==> config.mk <==
export PLATFORM = sky130hd
export DESIGN_NAME = sound_melody
export DESIGN_NICKNAME = d
export VERILOG_FILES = /design/src/rtl/sound_pkg.sv /design/src/rtl/sound_melody_if.sv /design/src/rtl/sound_note_rom.sv /design/src/rtl/sound_melody.sv
export SDC_FILE = /design/constraint.sdc
export NUM_CORES = 1
export LEC_CHECK = 0
export CAP_MARGIN = 10
export CORE_MARGIN = 5
export CORE_UTILIZATION = 45
export CTS_CLUSTER_DIAMETER = 100
export CTS_CLUSTER_SIZE = 8
export DETAILED_ROUTE_END_ITERATION = 7
export HOLD_SLACK_MARGIN = 0.1
export PLACE_DENSITY = 0.64
export RECOVER_POWER = 25
export SLEW_MARGIN = 20
export SYNTH_ARGS = -nofsm -noshare
export SYNTH_HDL_FRONTEND = slang
export SYNTH_HIERARCHICAL = 1
export SYNTH_SLANG_ARGS = --single-unit
==> constraint.sdc <==
create_clock -name iCLK -period 4.4 [get_ports iCLK]
set_input_delay 0.88 -clock iCLK [delete_from_list [all_inputs] [get_ports iCLK]]
set_output_delay 0.88 -clock iCLK [all_outputs]
set_load 0.02 [all_outputs]
==> src/rtl/sound_pkg.sv <==
// Shared definitions for the melody generator: note codes, the melody table and
// the pitch half-period function.
package sound_pkg;

    typedef logic [3:0] note_t;

    localparam int HP_W      = 17;
    localparam int IDX_W     = 4;
    localparam int TABLE_LEN = 16;

    localparam note_t NOTE_REST = 4'd0;
    localparam note_t NOTE_C4   = 4'd1;
    localparam note_t NOTE_D4   = 4'd2;
    localparam note_t NOTE_E4   = 4'd3;
    localparam note_t NOTE_F4   = 4'd4;
    localparam note_t NOTE_G4   = 4'd5;
    localparam note_t NOTE_A4   = 4'd6;
    localparam note_t NOTE_B4   = 4'd7;
    localparam note_t NOTE_C5   = 4'd8;

    localparam note_t MELODY [0:TABLE_LEN-1] = '{
        NOTE_C4, NOTE_D4, NOTE_E4, NOTE_F4, NOTE_G4, NOTE_G4, NOTE_REST, NOTE_A4,
        NOTE_A4, NOTE_A4, NOTE_A4, NOTE_G4, NOTE_REST, NOTE_F4, NOTE_F4, NOTE_E4
    };

    function automatic logic is_rest_code(input note_t code);
        is_rest_code = (code == NOTE_REST) || (code > NOTE_C5);
    endfunction

    // Frequencies are held in milli-hertz so round(clk/(2f)) stays in integer math.
    function automatic logic [HP_W-1:0] hp_of(input longint clk_hz, input note_t code);
        longint f_mhz;
        longint hp;
        case (code)
            NOTE_C4: f_mhz = 64'd261626;
            NOTE_D4: f_mhz = 64'd293665;
            NOTE_E4: f_mhz = 64'd329628;
            NOTE_F4: f_mhz = 64'd349228;
            NOTE_G4: f_mhz = 64'd391995;
            NOTE_A4: f_mhz = 64'd440000;
            NOTE_B4: f_mhz = 64'd493883;
            NOTE_C5: f_mhz = 64'd523251;
            default: f_mhz = 64'd0;
        endcase
        if (f_mhz == 64'd0) begin
            hp = 64'd0;
        end else begin
            hp = (clk_hz * 64'd1000 + f_mhz) / (64'd2 * f_mhz);
        end
        hp_of = hp[HP_W-1:0];
    endfunction

endpackage

==> src/rtl/sound_melody_if.sv <==
// Lookup bus between the melody sequencer (master) and the note ROM (slave).
interface sound_melody_if;
    import sound_pkg::*;

    logic [IDX_W-1:0] idx;
    logic [HP_W-1:0]  hp;
    logic             is_rest;

    modport master (output idx, input hp, is_rest);
    modport slave  (input idx, output hp, is_rest);

endinterface

==> src/rtl/sound_note_rom.sv <==
// Combinational note lookup: melody index -> note code -> half-period in clocks.
module sound_note_rom
    import sound_pkg::*;
#(
    parameter int CLK_HZ = 50_000_000
) (
    sound_melody_if.slave bus
);

    logic [HP_W-1:0] hp_by_code [TABLE_LEN];
    note_t           code_w;

    generate
        for (genvar gi = 0; gi < TABLE_LEN; gi++) begin : g_hp
            assign hp_by_code[gi] = hp_of(CLK_HZ, note_t'(gi));
        end
    endgenerate

    assign code_w      = MELODY[bus.idx];
    assign bus.hp      = hp_by_code[code_w];
    assign bus.is_rest = is_rest_code(code_w);

endmodule

==> src/rtl/sound_melody.sv <==
// Autonomous fixed-melody square-wave generator.
// Define SOUND_LOOP_EN to repeat the melody; otherwise it plays once and goes silent.
module sound_melody
    import sound_pkg::*;
#(
    parameter int CLK_HZ      = 50_000_000,
    parameter int NOTE_CYCLES = 12_500_000,
    parameter int NUM_NOTES   = 16
) (
    input  logic iCLK,
    input  logic iRST_N,
    output logic oSOUND
);

    localparam int                DUR_W      = (NOTE_CYCLES > 1) ? $clog2(NOTE_CYCLES) : 1;
    localparam logic [DUR_W-1:0]  DUR_LAST   = DUR_W'(NOTE_CYCLES - 1);
    localparam logic [IDX_W-1:0]  IDX_LAST   = IDX_W'(NUM_NOTES - 1);
    localparam logic [HP_W-1:0]   HP_FIRST   = hp_of(CLK_HZ, MELODY[0]);
    localparam logic              REST_FIRST = is_rest_code(MELODY[0]);

    logic [DUR_W-1:0] dur_q,  dur_d;
    logic [IDX_W-1:0] idx_q,  idx_d;
    logic [HP_W-1:0]  tone_q, tone_d;
    logic [HP_W-1:0]  hp_q,   hp_d;
    logic             rest_q, rest_d;
    logic             sound_q, sound_d;
    logic             done_q, done_d;
    logic             note_end;

    sound_melody_if rom_bus ();

    sound_note_rom #(.CLK_HZ(CLK_HZ)) u_rom (.bus(rom_bus.slave));

    // Look up the next index so hp_q/rest_q describe the note starting this edge.
    assign rom_bus.idx = idx_d;
    assign hp_d        = rom_bus.hp;
    assign rest_d      = rom_bus.is_rest;
    assign note_end    = (dur_q == DUR_LAST);

    always_comb begin
        dur_d   = dur_q;
        idx_d   = idx_q;
        done_d  = done_q;
        tone_d  = tone_q;
        sound_d = sound_q;
        if (!done_q) begin
            if (note_end) begin
                // Note change wins over a coincident toggle: restart low and phase-aligned.
                dur_d   = '0;
                tone_d  = '0;
                sound_d = 1'b0;
                if (idx_q == IDX_LAST) begin
`ifdef SOUND_LOOP_EN
                    idx_d = '0;
`else
                    done_d = 1'b1;
`endif
                end else begin
                    idx_d = idx_q + IDX_W'(1);
                end
            end else begin
                dur_d = dur_q + DUR_W'(1);
                if (rest_q) begin
                    tone_d  = '0;
                    sound_d = 1'b0;
                end else if (tone_q == hp_q - HP_W'(1)) begin
                    tone_d  = '0;
                    sound_d = ~sound_q;
                end else begin
                    tone_d = tone_q + HP_W'(1);
                end
            end
        end
    end

    always_ff @(posedge iCLK or negedge iRST_N) begin
        if (!iRST_N) begin
            dur_q   <= '0;
            idx_q   <= '0;
            tone_q  <= '0;
            hp_q    <= HP_FIRST;
            rest_q  <= REST_FIRST;
            sound_q <= 1'b0;
            done_q  <= 1'b0;
        end else begin
            dur_q   <= dur_d;
            idx_q   <= idx_d;
            tone_q  <= tone_d;
            hp_q    <= hp_d;
            rest_q  <= rest_d;
            sound_q <= sound_d;
            done_q  <= done_d;
        end
    end

    assign oSOUND = sound_q;

endmodule

==> results of run 1 <==
[logic make-up after synthesis]
family,after synthesis,synth area share [%]
AND/OR/NAND/NOR,175,24.6
flip-flops,65,44.4
AO/OA/AOI/OAI,28,5.63
buffers and inverters,23,3.19
XOR/XNOR,55,13.1
multiplexers,17,4.75
adder cells (fa/ha/maj),13,4.41
[how the worst min path moves through the flow]
stage / cells past startpoint / to / from / slack [ns]
after floorplan: 1 / dur_q[22]$_DFFE_PN0N_ / dur_q[22]$_DFFE_PN0N_ / 0.47
after global placement: 1 / dur_q[22]$_DFFE_PN0N_ / dur_q[22]$_DFFE_PN0N_ / 0.49
after detailed placement: 1 / dur_q[22]$_DFFE_PN0N_ / dur_q[22]$_DFFE_PN0N_ / 0.50
after CTS: 1 / dur_q[22]$_DFFE_PN0N_ / dur_q[22]$_DFFE_PN0N_ / 0.51
after global routing: 1 / dur_q[22]$_DFFE_PN0N_ / dur_q[22]$_DFFE_PN0N_ / 0.53
final: 1 / dur_q[22]$_DFFE_PN0N_ / dur_q[22]$_DFFE_PN0N_ / 0.51
[worst reg2reg max path, stage by stage (launching register included)]
cell	delay, ns
dfrtp_1	0.40
ha_1	0.21
nor4bb_1	0.22
nand4_1	0.11
or4_1	0.55
nor2_1	0.16
buf_4	0.24
a21oi_1	0.09
a21oi_1	0.41
mux2i_1	0.16
mux2i_1	0.39
ha_1	0.31
inv_1	0.07
mux2_1	0.30
[final cells by class]
class	count	area, um^2	share of cell area, %
Sequential cell	65	1640	40.5
Multi-Input combinational cell	288	1940	47.9
Clock buffer	10	128	3.16
Inverter	14	52.6	1.30
Timing Repair Buffer	6	43.8	1.08
Clock inverter	6	115	2.85
Tap cell	105	131	3.25
[cell usage in the layout, fill, tap and decap left out, drive strengths merged, types with 11 or more instances in the layout]
cell type,n
clkbuf,11
inv,15
and3,13
mux2i,13
nand3,22
nand2,29
nor2,54
ha,13
xor2,27
dfrtp,57
xnor2,28
[registers in the layout, indices dropped and copies added (netlist names)]
name    count
oSOUND      1
dur_q      24
idx_q       4
tone_q     17
hp_q       17
rest_q      1
done_q      1
[metal layers]
metal	track usage (%)	up-vias	part of all wire, %
met3	3.18	12	4.3
met2	23.1	62	42
met5	0	-	0
li1	-	1314	-
met1	22.4	1255	52
met4	5.80	0	1.5
[report_power, final]
group,switching [W],internal [W],leakage [nW],total [W]
clock,0.000234,0.000380,0.117,0.000614
sequential,0,0.000597,0.852,0.000597
combinational,0.0000110,0.000000762,0.886,0.0000118
[metrics by stage]
stage | power, W | setup slack, ns
finish | 0.00122 | 0.730
global route | 0.00127 | 0.310
CTS | 0.00124 | 0.688
detailed placement | 0.000622 | 0.698
global placement | 0.000622 | 0.857
floorplan | 0.000609 | 0.649
==> impl_results.md, run 1 <==
- Ys async rst share: 100%
- Setup TNS: 0 ns
- Crit. End Element: register
- Vias in the first global route: 2641
- Status: finished, violations left
- Hold Vio Cnt, Final: 0
- Reg2reg path depth: 13
- Most used flip-flop cell after synthesis: dfrtp_1
- Final setup vio count: 0
- Initial core utilization: 45.6%
- Pin count of the biggest net entering global routing: 40
- Top cells by area, synth: dfrtp_1, xnor2_1, xor2_1
- Die area: 10100 um^2
- Violated checks: capacitance limit, slew limit
- Initial antenna violation count: 0
- Height of the die: 101 um
- First-pass GRT wire length: 12.5 mm
- Synth top area share: 38.7%
- Placed standard-cell area: 3800 um^2
- Sequential area share after synthesis: 44.4%
- Final weighted congestion in routability-driven placement: 0.850
- Critical path required time: 4.66 ns
- DR DRC count: 0
- CTS Buf Count: 9
- DRT iter0 DRCs: 125
- Total power density per cell area: 303 nW/um^2
- Synth Cell Area: 3690 um^2
- Filler instances: 762
- Most common cell in the netlist: dfrtp_1
- Finished Layout Cells: 494
- Clock transition at the registers of the reported paths: 0.08 ns
- CP Class: reg2reg
- Worst Skew: 0.0106 ns
- Post-Route WL: 6.97 mm
- # port buffers: 2
- Slew @ Worst Pin: 2.06 ns
- Worst r2r src: dur_q[0]$_DFFE_PN0N_
- Max frequency: 0.272 GHz
- TritonCTS Sinks: 65
- Root Driver: clkbuf_8
- Library cells used by synthesis: 50
- Worst path bufs/invs: 2
- Max-cap violations: 1
- Dpl cells: 478
- Design area: 4040 um^2
- Slowest CP cell: or4_1
- Critical path launch point type: register
- Crit path max-delay family: simple AND/OR/NAND/NOR gates
- Reg2Reg Setup Slack: 0.73 ns
- Fin util: 50.0%
- Slowest Stage Delay on Critical Path: 0.55 ns
- Synthesized instance count: 376
- Final period util: 83.4%
- Nets: 399
- FF+latch count, synth: 65
- CTS Buffer Depth: 2
- Hold WS: 0.513 ns
- WP depth: 13
- Leakage: 1.86 nW
- CP arrival: 3.93 ns
- Insertion delay to the later sink of the worst-skew pair: 0.33 ns
- Max FO, Critical Path: 16
- Synth top cells by count: dfrtp_1, nor2_1, nand2_1
- Post-CTS Setup Bufs: 0
- Fin crit period: 3.67 ns
- Vias: 2643
- Post-cts resize count: 0
- Syn Nets: 391
- # IOs: 3
- HP Class: reg2reg
- H-tree Lvls: 3
- Slew Viols, Final: 40
- Average cell area after synthesis: 9.81 um^2
- Total global routing overflow: 0
- DP HPWL: 5.19 mm
- Pre-Repair DR Iteration Count: 4
- Die W: 101 um
- Ant. Diodes: 0
- Area leader, netlist: dfrtp_1
- Yosys warnings: 6
- EDFF count, synth: 0
- GRT Util Overall: 15.6%
- CP Cell Sequence: ha_1 -> nor4bb_1 -> nand4_1 -> or4_1 -> nor2_1 -> buf_4 -> a21oi_1 -> a21oi_1 -> mux2i_1 -> mux2i_1 -> ha_1 -> inv_1 -> mux2_1
- Reg2Reg Capture Point: hp_q[16]$_DFF_PN1_
- CP startpoint: dur_q[0]$_DFFE_PN0N_
- RSZ-0062 raised after global routing: false
- Row Count: 33
- CTS tree: done
- Detail Route Antenna Nets: 0
- Avg WL per Cell: 14.1 um
- Slew HR: -37.5%
- Fraction of layout cells with a size suffix above 1: 10.0%
- Hold buffers post-CTS: 0
- DR vias/cell: 5.35
- Maximum vdd ir drop: 0.190 mV
- Core area: 8090 um^2
- Critical path endpoint: hp_q[16]$_DFF_PN1_
- Area Growth Syn to Fin: 9.56%
Note: power is estimated with default switching activity, not from simulation.
==> run 2, diff against run 1 <==
==> constraint.sdc (replaced) <==
create_clock -name iCLK -period 3.4 [get_ports iCLK]
set_input_delay 0.68 -clock iCLK [delete_from_list [all_inputs] [get_ports iCLK]]
set_output_delay 0.68 -clock iCLK [all_outputs]
set_load 0.02 [all_outputs]
==> run 2 against run 1 <==
Effect of this change:
- the flow still finishes with violations (capacitance limit, slew limit)
- flip-flop and latch count is the same
- core utilization grew 3.3 points
- die area is the same
- clock-buffer cell count grew 3
- clock power grew 8.3%
- register-to-register slack lost 0.62 ns
- fmax grew 12%
- critical path depth shrank 1
==> impl_results.md, run 2 (synthesized netlist as in run 1, its figures left out) <==
- Status: finished, violations left
- Violated checks: capacitance limit, slew limit
- Final setup vio count: 0
- Initial core utilization: 45.6%
- Fin crit period: 3.29 ns
- Reg2Reg Capture Point: hp_q[16]$_DFF_PN1_
- Reg2Reg Setup Slack: 0.11 ns
- Slew Viols, Final: 46
- Filler instances: 740
- Dpl cells: 490
- Height of the die: 101 um
- Ant. Diodes: 0
- Crit. End Element: register
- # IOs: 3
- Row Count: 33
- Worst Skew: 0.00818 ns
- Nets: 419
- Initial antenna violation count: 0
- Largest registers: dur_q x24, hp_q x17, tone_q x17
- FF+latch area: 1640 um^2
- Insertion delay to the later sink of the worst-skew pair: 0.34 ns
- Root Driver: clkbuf_8
- RSZ-0062 raised after global routing: true
- Commonest cells after routing, fill and taps aside: dfrtp_1, nor2_1, nand2_1
- TritonCTS Sinks: 65
- First-pass GRT wire length: 12.9 mm
- CTS Buf Count: 9
- Final period util: 96.7%
- Hold Vio Cnt, Final: 0
- Total power density per cell area: 337 nW/um^2
- Post-Route WL: 7.30 mm
- Clock transition at the registers of the reported paths: 0.07 ns
- Hold wc startpoint: dur_q[2]$_DFFE_PN0N_
- Final weighted congestion in routability-driven placement: 0.827
- Worst r2r src: dur_q[6]$_DFFE_PN0N_
- Max-cap violations: 1
- Vias in the first global route: 2721
- CP arrival: 3.55 ns
- HP Class: reg2reg
- Die W: 101 um
- Total global routing overflow: 0
- Die area: 10100 um^2
- Slew HR: -51.9%
- GRT Util Overall: 16.0%
- H-tree Lvls: 3
- Design area: 4310 um^2
- Avg WL per Cell: 14.2 um
- DP HPWL: 5.30 mm
- CP Class: reg2reg
- Worst hold path stage count: 1
- Commonest non-fill, non-tap cell in the layout: dfrtp_1
- Most flops, register: dur_q
- Slew @ Worst Pin: 2.28 ns
- Critical path launch point type: register
- DR DRC count: 0
- DRT iter0 DRCs: 152
- Detail Route Antenna Nets: 0
- Maximum vdd ir drop: 0.138 mV
- Max FO, Critical Path: 4
- Vias: 2720
- Finished Layout Cells: 514
- Setup TNS: 0 ns
- Critical path required time: 3.66 ns
- Fin util: 53.2%
- Core area: 8090 um^2
- CTS tree: done
- DR vias/cell: 5.29
- Fraction of layout cells with a size suffix above 1: 19.3%
- CTS Buffer Depth: 2
- Placed standard-cell area: 3970 um^2
- Area Growth Syn to Fin: 16.8%
- Reg2reg path depth: 12
- Leakage: 1.97 nW
- Pin count of the biggest net entering global routing: 46
- # port buffers: 2
- Largest register FFs: 24
- Hold Path Sink: dur_q[2]$_DFFE_PN0N_
- Max frequency: 0.304 GHz
- Pre-Repair DR Iteration Count: 4
- Area of the multi-input gates: 2070 um^2
run 2: cell types whose count changed in the layout (fill, tap and decap cells not counted), sizes merged:
cell,delta
inv,-1
buf,+18
clkinv,+1
clkbuf,+5
clkinvlp,-1
bufinv,-2
run 2: critical path: stages, from the launching register on:
cell and delay, ns:
dfrtp_1 0.39, nor4b_1 0.36, nand4_1 0.16, or4_4 0.52, nor2_4 0.15, nand2_4 0.09, mux2_4 0.34, ha_4 0.22
nor2b_4 0.13, o31ai_4 0.30, ha_2 0.26, inv_2 0.04, mux2_4 0.25
run 2: timing repair:
item	CTS	global route
hold buffers	0	0
setup endpoints to repair	0	15
setup buffers	0	8
gates resized for setup	0	23
run 2: cell type report:
| type | count | share of cell area [%] |
|---|---|---|
| Clock buffer | 13 | 3.69 |
| Clock inverter | 3 | 0.929 |
| Inverter | 14 | 1.22 |
| Multi-Input combinational cell | 288 | 47.9 |
| Sequential cell | 65 | 38.0 |
| Tap cell | 105 | 3.05 |
| Timing Repair Buffer | 26 | 5.17 |
run 2: power breakdown:
group	switching, W	total (W)	leakage [nW]	internal [W]
Combinational	0.0000144	0.0000150	1.02	0.000000689
Sequential	0	0.000774	0.850	0.000774
Clock	0.000288	0.000665	0.103	0.000377
Total	0.000302	0.00145	1.97	0.00115
run 2: worst max-delay path by stage:
stage | end | from | cells past startpoint
finish | hp_q[16]$_DFF_PN1_ | dur_q[6]$_DFFE_PN0N_ | 12
global route | hp_q[16]$_DFF_PN1_ | dur_q[1]$_DFFE_PN0N_ | 13
CTS | hp_q[13]$_DFF_PN1_ | dur_q[8]$_DFFE_PN0N_ | 13
detailed placement | hp_q[13]$_DFF_PN1_ | dur_q[8]$_DFFE_PN0N_ | 13
global placement | hp_q[16]$_DFF_PN1_ | dur_q[8]$_DFFE_PN0N_ | 12
floorplan | hp_q[16]$_DFF_PN1_ | dur_q[0]$_DFFE_PN0N_ | 13
run 2: stage by stage:
step,setup slack (ns),total power [W],hold slack [ns]
finish,0.112,0.00145,0.511
global route,-0.0178,0.00152,0.546
CTS,0.0418,0.00148,0.316
detailed placement,0.0709,0.000806,0.499
global placement,0.172,0.000805,0.494
floorplan,0.0390,0.000788,0.384
run 2: layer usage:
| metal | track usage, % | vias up | part of all wire [%] |
|---|---|---|---|
| met2 | 23.5 | 42 | 44 |
| met1 | 23.1 | 1322 | 51 |
| met5 | 0 | - | 0 |
| li1 | - | 1348 | - |
| met4 | 5.39 | 0 | 1.3 |
| met3 | 4.01 | 8 | 4.4 |
